File: src/rtl/button_debounce_pkg.sv
// Shared types and constants for the button debouncer.
//   state_e     : per-channel debounce FSM state (2-bit)
//   SYNC_STAGES : depth of the metastability synchroniser chain
package button_debounce_pkg;

    localparam int unsigned SYNC_STAGES = 2;

    typedef enum logic [1:0] {
        ST_RELEASED    = 2'd0,
        ST_PRESS_CHK   = 2'd1,
        ST_PRESSED     = 2'd2,
        ST_RELEASE_CHK = 2'd3
    } state_e;

endpackage : button_debounce_pkg

File: src/rtl/button_debounce_chan.sv
// One debounce channel: 2-flop synchroniser, debounce FSM with stability
// counter, registered level and press/release pulses, optional long-press.
// Optional feature macro: BUTTON_DEBOUNCE_LONG_PRESS_EN (adds hold counter).
// Ports:
//   clk, rst_n  : clock, asynchronous active-low reset
//   raw_i       : raw pin, already polarity-corrected (1 = pressed)
//   level_o     : debounced level
//   press_o     : 1-cycle pulse on accepted press
//   release_o   : 1-cycle pulse on accepted release
//   long_o      : 1-cycle long-press pulse (0 without the feature)
module button_debounce_chan
    import button_debounce_pkg::*;
#(
    parameter int unsigned DEBOUNCE_CYCLES = 1000000
`ifdef BUTTON_DEBOUNCE_LONG_PRESS_EN
    ,
    parameter int unsigned LONG_CYCLES     = 200000000
`endif
) (
    input  logic clk,
    input  logic rst_n,
    input  logic raw_i,
    output logic level_o,
    output logic press_o,
    output logic release_o,
    output logic long_o
);

    localparam int unsigned     CNT_W    = $clog2(DEBOUNCE_CYCLES);
    localparam logic [CNT_W-1:0] CNT_LAST = CNT_W'(DEBOUNCE_CYCLES - 1);

    logic [SYNC_STAGES-1:0] sync_q;
    logic                   sync_lvl;

    state_e            state_q, state_d;
    logic [CNT_W-1:0]  cnt_q, cnt_d;
    logic              level_q, level_d;
    logic              press_q, press_d;
    logic              release_q, release_d;

    // Synchroniser: shift raw pin through SYNC_STAGES flops.
    always_ff @(posedge clk or negedge rst_n) begin
        if (!rst_n) begin
            sync_q <= '0;
        end else begin
            sync_q <= {sync_q[SYNC_STAGES-2:0], raw_i};
        end
    end

    assign sync_lvl = sync_q[SYNC_STAGES-1];

    // Debounce FSM state and output registers.
    always_ff @(posedge clk or negedge rst_n) begin
        if (!rst_n) begin
            state_q   <= ST_RELEASED;
            cnt_q     <= '0;
            level_q   <= 1'b0;
            press_q   <= 1'b0;
            release_q <= 1'b0;
        end else begin
            state_q   <= state_d;
            cnt_q     <= cnt_d;
            level_q   <= level_d;
            press_q   <= press_d;
            release_q <= release_d;
        end
    end

    // Debounce FSM next state: a change is accepted only after the
    // synchronised level has held for DEBOUNCE_CYCLES counted cycles.
    always_comb begin
        state_d   = state_q;
        cnt_d     = cnt_q;
        level_d   = level_q;
        press_d   = 1'b0;
        release_d = 1'b0;
        case (state_q)
            ST_RELEASED: begin
                if (sync_lvl) begin
                    state_d = ST_PRESS_CHK;
                    cnt_d   = '0;
                end
            end
            ST_PRESS_CHK: begin
                if (!sync_lvl) begin
                    state_d = ST_RELEASED;
                    cnt_d   = '0;
                end else if (cnt_q == CNT_LAST) begin
                    state_d = ST_PRESSED;
                    cnt_d   = '0;
                    level_d = 1'b1;
                    press_d = 1'b1;
                end else begin
                    cnt_d = cnt_q + CNT_W'(1);
                end
            end
            ST_PRESSED: begin
                if (!sync_lvl) begin
                    state_d = ST_RELEASE_CHK;
                    cnt_d   = '0;
                end
            end
            ST_RELEASE_CHK: begin
                if (sync_lvl) begin
                    state_d = ST_PRESSED;
                    cnt_d   = '0;
                end else if (cnt_q == CNT_LAST) begin
                    state_d   = ST_RELEASED;
                    cnt_d     = '0;
                    level_d   = 1'b0;
                    release_d = 1'b1;
                end else begin
                    cnt_d = cnt_q + CNT_W'(1);
                end
            end
            default: begin
                state_d = ST_RELEASED;
                cnt_d   = '0;
            end
        endcase
    end

    assign level_o   = level_q;
    assign press_o   = press_q;
    assign release_o = release_q;

`ifdef BUTTON_DEBOUNCE_LONG_PRESS_EN
    localparam int unsigned       HOLD_W    = $clog2(LONG_CYCLES);
    localparam logic [HOLD_W-1:0] HOLD_LAST = HOLD_W'(LONG_CYCLES - 1);

    logic [HOLD_W-1:0] hold_q, hold_d;
    logic              long_done_q, long_done_d;
    logic              long_q, long_d;

    // Hold counter registers.
    always_ff @(posedge clk or negedge rst_n) begin
        if (!rst_n) begin
            hold_q      <= '0;
            long_done_q <= 1'b0;
            long_q      <= 1'b0;
        end else begin
            hold_q      <= hold_d;
            long_done_q <= long_done_d;
            long_q      <= long_d;
        end
    end

    // Count while the debounced level is high; saturate and fire once.
    always_comb begin
        hold_d      = hold_q;
        long_done_d = long_done_q;
        long_d      = 1'b0;
        if (!level_q) begin
            hold_d      = '0;
            long_done_d = 1'b0;
        end else if (hold_q != HOLD_LAST) begin
            hold_d = hold_q + HOLD_W'(1);
        end else if (!long_done_q) begin
            long_d      = 1'b1;
            long_done_d = 1'b1;
        end
    end

    assign long_o = long_q;
`else
    assign long_o = 1'b0;
`endif

endmodule : button_debounce_chan

File: src/rtl/button_debounce.sv
// Button input conditioning: optional polarity inversion, then NUM_BTN
// independent synchronise/debounce channels.
// Optional feature macro: BUTTON_DEBOUNCE_LONG_PRESS_EN (btn_long pulses;
// otherwise btn_long is tied 0).
// Ports:
//   clk, rst_n   : fabric clock, asynchronous active-low reset
//   button       : raw asynchronous pushbutton pins
//   btn_level    : debounced level per channel, 1 = pressed
//   btn_press    : 1-cycle pulse on accepted press
//   btn_release  : 1-cycle pulse on accepted release
//   btn_long     : 1-cycle long-press pulse
module button_debounce
    import button_debounce_pkg::*;
#(
    parameter int unsigned NUM_BTN         = 2,
    parameter int unsigned DEBOUNCE_CYCLES = 1000000,
    parameter bit          ACTIVE_LOW      = 1'b0,
    parameter int unsigned LONG_CYCLES     = 200000000
) (
    input  logic               clk,
    input  logic               rst_n,
    input  logic [NUM_BTN-1:0] button,
    output logic [NUM_BTN-1:0] btn_level,
    output logic [NUM_BTN-1:0] btn_press,
    output logic [NUM_BTN-1:0] btn_release,
    output logic [NUM_BTN-1:0] btn_long
);

    // Reject parameter sets the counters cannot represent.
    if (DEBOUNCE_CYCLES < 2 || LONG_CYCLES <= DEBOUNCE_CYCLES
        || SYNC_STAGES < 2) begin : g_bad_params
        $error("button_debounce: illegal DEBOUNCE_CYCLES/LONG_CYCLES");
    end

    logic [NUM_BTN-1:0] button_pol;

    // Normalise so that 1 always means pressed before synchronising.
    assign button_pol = ACTIVE_LOW ? ~button : button;

    for (genvar i = 0; i < NUM_BTN; i++) begin : g_chan
        button_debounce_chan #(
            .DEBOUNCE_CYCLES (DEBOUNCE_CYCLES)
`ifdef BUTTON_DEBOUNCE_LONG_PRESS_EN
            ,
            .LONG_CYCLES     (LONG_CYCLES)
`endif
        ) u_chan (
            .clk       (clk),
            .rst_n     (rst_n),
            .raw_i     (button_pol[i]),
            .level_o   (btn_level[i]),
            .press_o   (btn_press[i]),
            .release_o (btn_release[i]),
            .long_o    (btn_long[i])
        );
    end

endmodule : button_debounce
File: config.mk
export PLATFORM = sky130hd
export DESIGN_NAME = button_debounce
export DESIGN_NICKNAME = d
export VERILOG_FILES = /design/src/rtl/button_debounce_pkg.sv /design/src/rtl/button_debounce_chan.sv /design/src/rtl/button_debounce.sv
export SDC_FILE = /design/constraint.sdc
export NUM_CORES = 1
export LEC_CHECK = 0
export CAP_MARGIN = 15
export CELL_PAD_IN_SITES_DETAIL_PLACEMENT = 0
export CELL_PAD_IN_SITES_GLOBAL_PLACEMENT = 1
export CORE_UTILIZATION = 40
export CTS_BUF_LIST = sky130_fd_sc_hd__clkbuf_8
export CTS_CLUSTER_SIZE = 8
export DETAILED_ROUTE_END_ITERATION = 16
export GPL_TIMING_DRIVEN = 0
export HOLD_SLACK_MARGIN = 0.15
export PLACE_DENSITY_LB_ADDON = 0.1
export SLEW_MARGIN = 0
export SYNTH_ARGS = -nofsm -noshare
export SYNTH_HDL_FRONTEND = slang
export SYNTH_SLANG_ARGS = --single-unit
File: constraint.sdc
create_clock -name clk -period 2.8 [get_ports clk]
set_input_delay 0.56 -clock clk [delete_from_list [all_inputs] [get_ports clk]]
set_output_delay 0.56 -clock clk [all_outputs]
set_load 0.1 [all_outputs]
---- After elaboration in Yosys (flattened, before gate mapping) ----
Cells that the tools add are included.
Widths: inputs -> output; s select.
word-level totals
  bits in registers ....................... 54
  input bits .............................. 4
  logic and storage cells ................. 94
cells by class
  $add $sub $neg .......................... 2
  eq/ne operators ......................... 24
  mux-type cells .......................... 46
  reduce and logical (&&, ||, !) cells .... 10
operators with widths
  kind                   count
  $mux 20                10
  $pmux 20 s4            2
  $add 20x1->20 const B  2
  $eq 20x20->1 const B   2
  $mux 2                 12
  $mux 1                 18
  $ne 2x1->1 const B     8
  $pmux 2 s4             2
  $reduce_and 5->1       2
  $eq 2x2->1 const B     4
  $ne 2x2->1 const B     4
  $reduce_and 4->1       2
  $ne 3x1->1 const B     2
  $ne 3x3->1 const B     2
  $eq 2x1->1 const B     2
  $logic_not 2->1        2
  $pmux 1 s2             2
  $reduce_and 2->1       2
  $reduce_bool 2->1      2

---- Longest topological paths before layout ----
  depth after elaboration ................. 4
  gate-level depth with buffers ........... 8

---- Modules after synthesis ----
A second synthesis with hierarchy kept.
second synthesis, totals
  cells, all modules ...................... 311
  area, all modules ....................... 2924.1 sq um
modules (own cells, without submodules)
  module                                   instances  cells each  area an instance (sq um)
  button_debounce_chan (g_chan[1].u_chan)  1          158         1495.2
  button_debounce_chan (g_chan[0].u_chan)  1          153         1428.9

---- Worst setup path after synthesis ----
Ideal clock, no wire load.
  path type ............................... register -> register
  from .................................... reg g_chan[0].u_chan.cnt_q[12]
  to ...................................... reg g_chan[0].u_chan.cnt_q[11]
  library setup time ...................... 139 ps
  data arrival time ....................... 1822 ps
  setup slack ............................. 840 ps
  cell stages (with the launch flop) ...... 8
  buffers on the path ..................... 2
  clock period less this slack ............ 1960 ps
  path through ............................ dfrtp_1 > buf_6 > or4_4 > nor4_4 > a21oi_2 > buf_6 > a41oi_1 > a31oi_1
between the ends
  word-level cells in the longest chain between the ends .. 4
  elaborated cells between the ends (all ways) .. 5
  classes of those cells .................. 1 x eq/ne; 4 x mux
RTL lines
  what                               line                                                     RTL
  start: declaration                 button_debounce_chan.sv:36                               logic [CNT_W-1:0] cnt_q, cnt_d;
  start signal: assignment           button_debounce_chan.sv:62                               cnt_q <= cnt_d;
  $eq 20x20->1 *                     button_debounce_chan.sv:88, button_debounce_chan.sv:107
  $mux 20 *                          button_debounce_chan.sv:88, button_debounce_chan.sv:107
  $mux 20, on equally long branches  button_debounce_chan.sv:104, button_debounce_chan.sv:85
  $pmux 20 s4 *                      button_debounce_chan.sv:77                               case (state_q)
Every way passes the cells marked *; elsewhere a longest branch is shown, timed or not.
A chain may end at the register's enable or synchronous reset.

---- Worst setup path after layout ----
  from .................................... reg g_chan[0].u_chan.level_q
  to ...................................... out btn_level[0]
RTL lines
  what                      line                        RTL
  start: declaration        button_debounce_chan.sv:37  logic level_q, level_d;
  start signal: assignment  button_debounce_chan.sv:63  level_q <= level_d;
  end: declaration          button_debounce.sv:23       output logic [NUM_BTN-1:0] btn_level,
No word-level cell between the ends.

==> results.yml <==
drt:
  viasPerCell: 5.458
  firstDrtPassIters: 4
  ant_nets: 0
  routedWlPerCell_um: 14.55
  drtIter0Drc: 41
  route.detailed.drc: 0
  num_vias: 2254
  wirelength_um: 6008
layout:
  final_cell_mix: "dfrtp_1 (54), nand2_1 (36), nand3_1 (24)"
  drive_gt1_frac: 0.1167
  syn2layout_area_growth_pct: 11.07
  layout_commonest_cell: "dfrtp_1"
  fill_cells: 668
  final_cell_count_no_fill: 413
  nets: 322
  diodes: 0
clocking:
  worstSkewPairLatency_ns: 0.30
  cts_buffers: 5
  h-tree-depth: 2
  post_cts_resized: 0
  post-cts-setup-buffers: 0
  clockRootBuffer: "clkbuf_8"
  cts_hold_buffers: 0
  ctsLongestPathBuffers: 2
  cts_tree: "done"
  path_clk_slew_ns: 0.10
  numClockSinks: 54
worst_setup_path:
  path_max_fanout: 3
  cp-end-kind: "output pin"
  arrival_ns: 1.91
  r2r_slack_ns: 0.49
  reg2reg_depth: 7
  required_ns: 2.24
  critPathLaunchType: "register"
  rr_startpoint: "g_chan[1].u_chan.cnt_q[0]$_DFFE_PN0P_"
  critPathKind: "reg -> out"
  r2r_end: "g_chan[1].u_chan.cnt_q[15]$_DFFE_PN0P_"
floorplan:
  ios: 12
  die_x_um: 86.38
  core_mm2: 0.006832
  die-area_mm2: 0.007461
  die_y_um: 86.38
  start_util: 0.4168
  fp-row-count: 30
flow_run:
  drv_cap: 0
grt:
  grt-ovfl-total: 0
  grt_pass1_vias: 2210
  grt.total_usage: 0.1781
  antenna_found_initial: 0
  grt_pass1_wl_um: 10340
  grt_max_degree: 38
timing:
  tns_ns: 0
  setup_slack_ns: 0.3327
  slew_headroom: 0.3562
  rsz0062_at_grt: "false"
  hold_slack_ns: 0.1834
  max_freq_mhz: 405.3
  drv_slew: 0
  worst_clock_skew_ns: 0.008662
  worstMarginPinSlew_ns: 0.9626
  period_share: 0.8812
  setup_viol: 0
  finalHoldViolCount: 0
  layout_min_cycle_time_ns: 2.467
yosys:
  synthCells: 298
  ys.warnings.count: 0
  netlist_area_mm2: 0.002848
  ys_seq_area_frac: 0.4745
  synth_ff_type: "dfrtp_1"
  ys_ff_latch: 54
  synth_edf_count: 0
  yosysUniqueCellTypes: 48
  synthArstFlopShare: 1.000
  syn_area_per_cell_um2: 9.556
placed_design:
  place_inst: 405
  globalplace.congestion: 0.7940
  dp_slack_ns: 0.4733
  dp_hpwl_um: 4140
  portBuffers: 9
power:
  ir_drop_v: 0.0002265
  p_per_area_mw_per_mm2: 427.9
  total_leakage_power_nw: 1.355
min_path:
  hold_class: "in -> async"
outcome:
  status: "finished clean"
state kept, by name, indices dropped and copies added (netlist names), named ones only:
signal,flops
g_chan.u_chan.cnt_q,40
g_chan.u_chan.sync_q,4
g_chan.u_chan.press_o,2
g_chan.u_chan.level_o,2
g_chan.u_chan.state_q,2
g_chan.u_chan.release_o,2
worst max-delay path by stage:
stage               cells after the start  slack (ns)                                   start                                endpoint
detailed placement                      7        0.47   g_chan[1].u_chan.cnt_q[0]$_DFFE_PN0P_   g_chan[1].u_chan.cnt_q[2]$_DFFE_PN0P_
finish                                  2        0.33    g_chan[0].u_chan.level_o$_DFFE_PN0P_                            btn_level[0]
global route                            7        0.27   g_chan[1].u_chan.cnt_q[0]$_DFFE_PN0P_   g_chan[1].u_chan.cnt_q[8]$_DFFE_PN0P_
CTS                                     2        0.31    g_chan[0].u_chan.level_o$_DFFE_PN0P_                            btn_level[0]
floorplan                               7        0.84  g_chan[0].u_chan.cnt_q[12]$_DFFE_PN0P_  g_chan[0].u_chan.cnt_q[11]$_DFFE_PN0P_
global placement                        1       -0.66                                   rst_n  g_chan[0].u_chan.cnt_q[17]$_DFFE_PN0P_
cells by family (layout without fill, tap and decap cells):
family,Yosys count,count (layout),share of synthesized area
buf+inv,25,43,0.05975
other cells,1,2,0.001317
xor+xnor,2,2,0.006152
fa+ha+maj,2,2,0.008786
mux,7,7,0.02592
compound gates,82,82,0.1854
simple gates,125,125,0.2381
flops,54,54,0.4745
power by group:
group          leakage [nW]  internal [mW]  switching (mW)
registers             0.737          0.794          0.0179
clock network        0.0493          0.174           0.257
logic                 0.568         0.0379          0.0735
total                  1.35           1.01           0.348
Yosys cell counts (4+ instances only):
library cell / count / area [um^2]
inv_1: 6 / 22.52
nor3_1: 4 / 20.02
and3_1: 9 / 56.30
buf_6: 6 / 67.56
nand2_1: 36 / 135.1
a21oi_1: 20 / 100.1
nand2b_1: 6 / 37.54
a22o_1: 6 / 52.55
nand4_1: 6 / 37.54
nor2_1: 17 / 63.81
and2_1: 5 / 31.28
mux2i_1: 4 / 40.04
o21ai_1: 4 / 20.02
a41oi_1: 6 / 52.55
a31oi_1: 23 / 143.9
dfrtp_1: 54 / 1351
nand3_1: 24 / 120.1
o21ai_0: 7 / 35.03
clkbuf_1: 4 / 15.01
buf_4: 8 / 60.06
critical path, cell delays in order (launching register included):
cell and delay (ns):
dfrtp_1 0.38, buf_4 0.11, clkdlybuf4s50_1 1.11
per-stage QoR:
stage	utilization	power (mW)	area, um^2
3_3_place_gp	0.4482	0.9377	3062
4_1_cts	0.4630	1.382	3163
6_report	0.4630	1.354	3163
5_1_grt	0.4630	1.430	3163
3_5_place_dp	0.4504	0.9401	3077
2_1_floorplan	-	0.8958	2851
cell type report:
type | count | area, um^2 | share of cell area
sequential | 54 | 1351 | 0.4272
multi-input combinational | 220 | 1330 | 0.4205
buffer | 19 | 147.6 | 0.04668
tap | 96 | 120.1 | 0.03797
timing repair buffer | 10 | 105.1 | 0.03323
clock buffer | 5 | 68.82 | 0.02176
inverter | 6 | 22.52 | 0.007120
clock inverter | 3 | 17.52 | 0.005538
per-layer routing:
layer	GRT usage	up-vias	routed length (um)
li1	-	1131	-
met5	0	-	0
met1	0.2249	1091	2818
met2	0.3074	24	2971
met3	0.03238	8	117
met4	0.06061	0	101
Power figures use the tool's default switching activity.
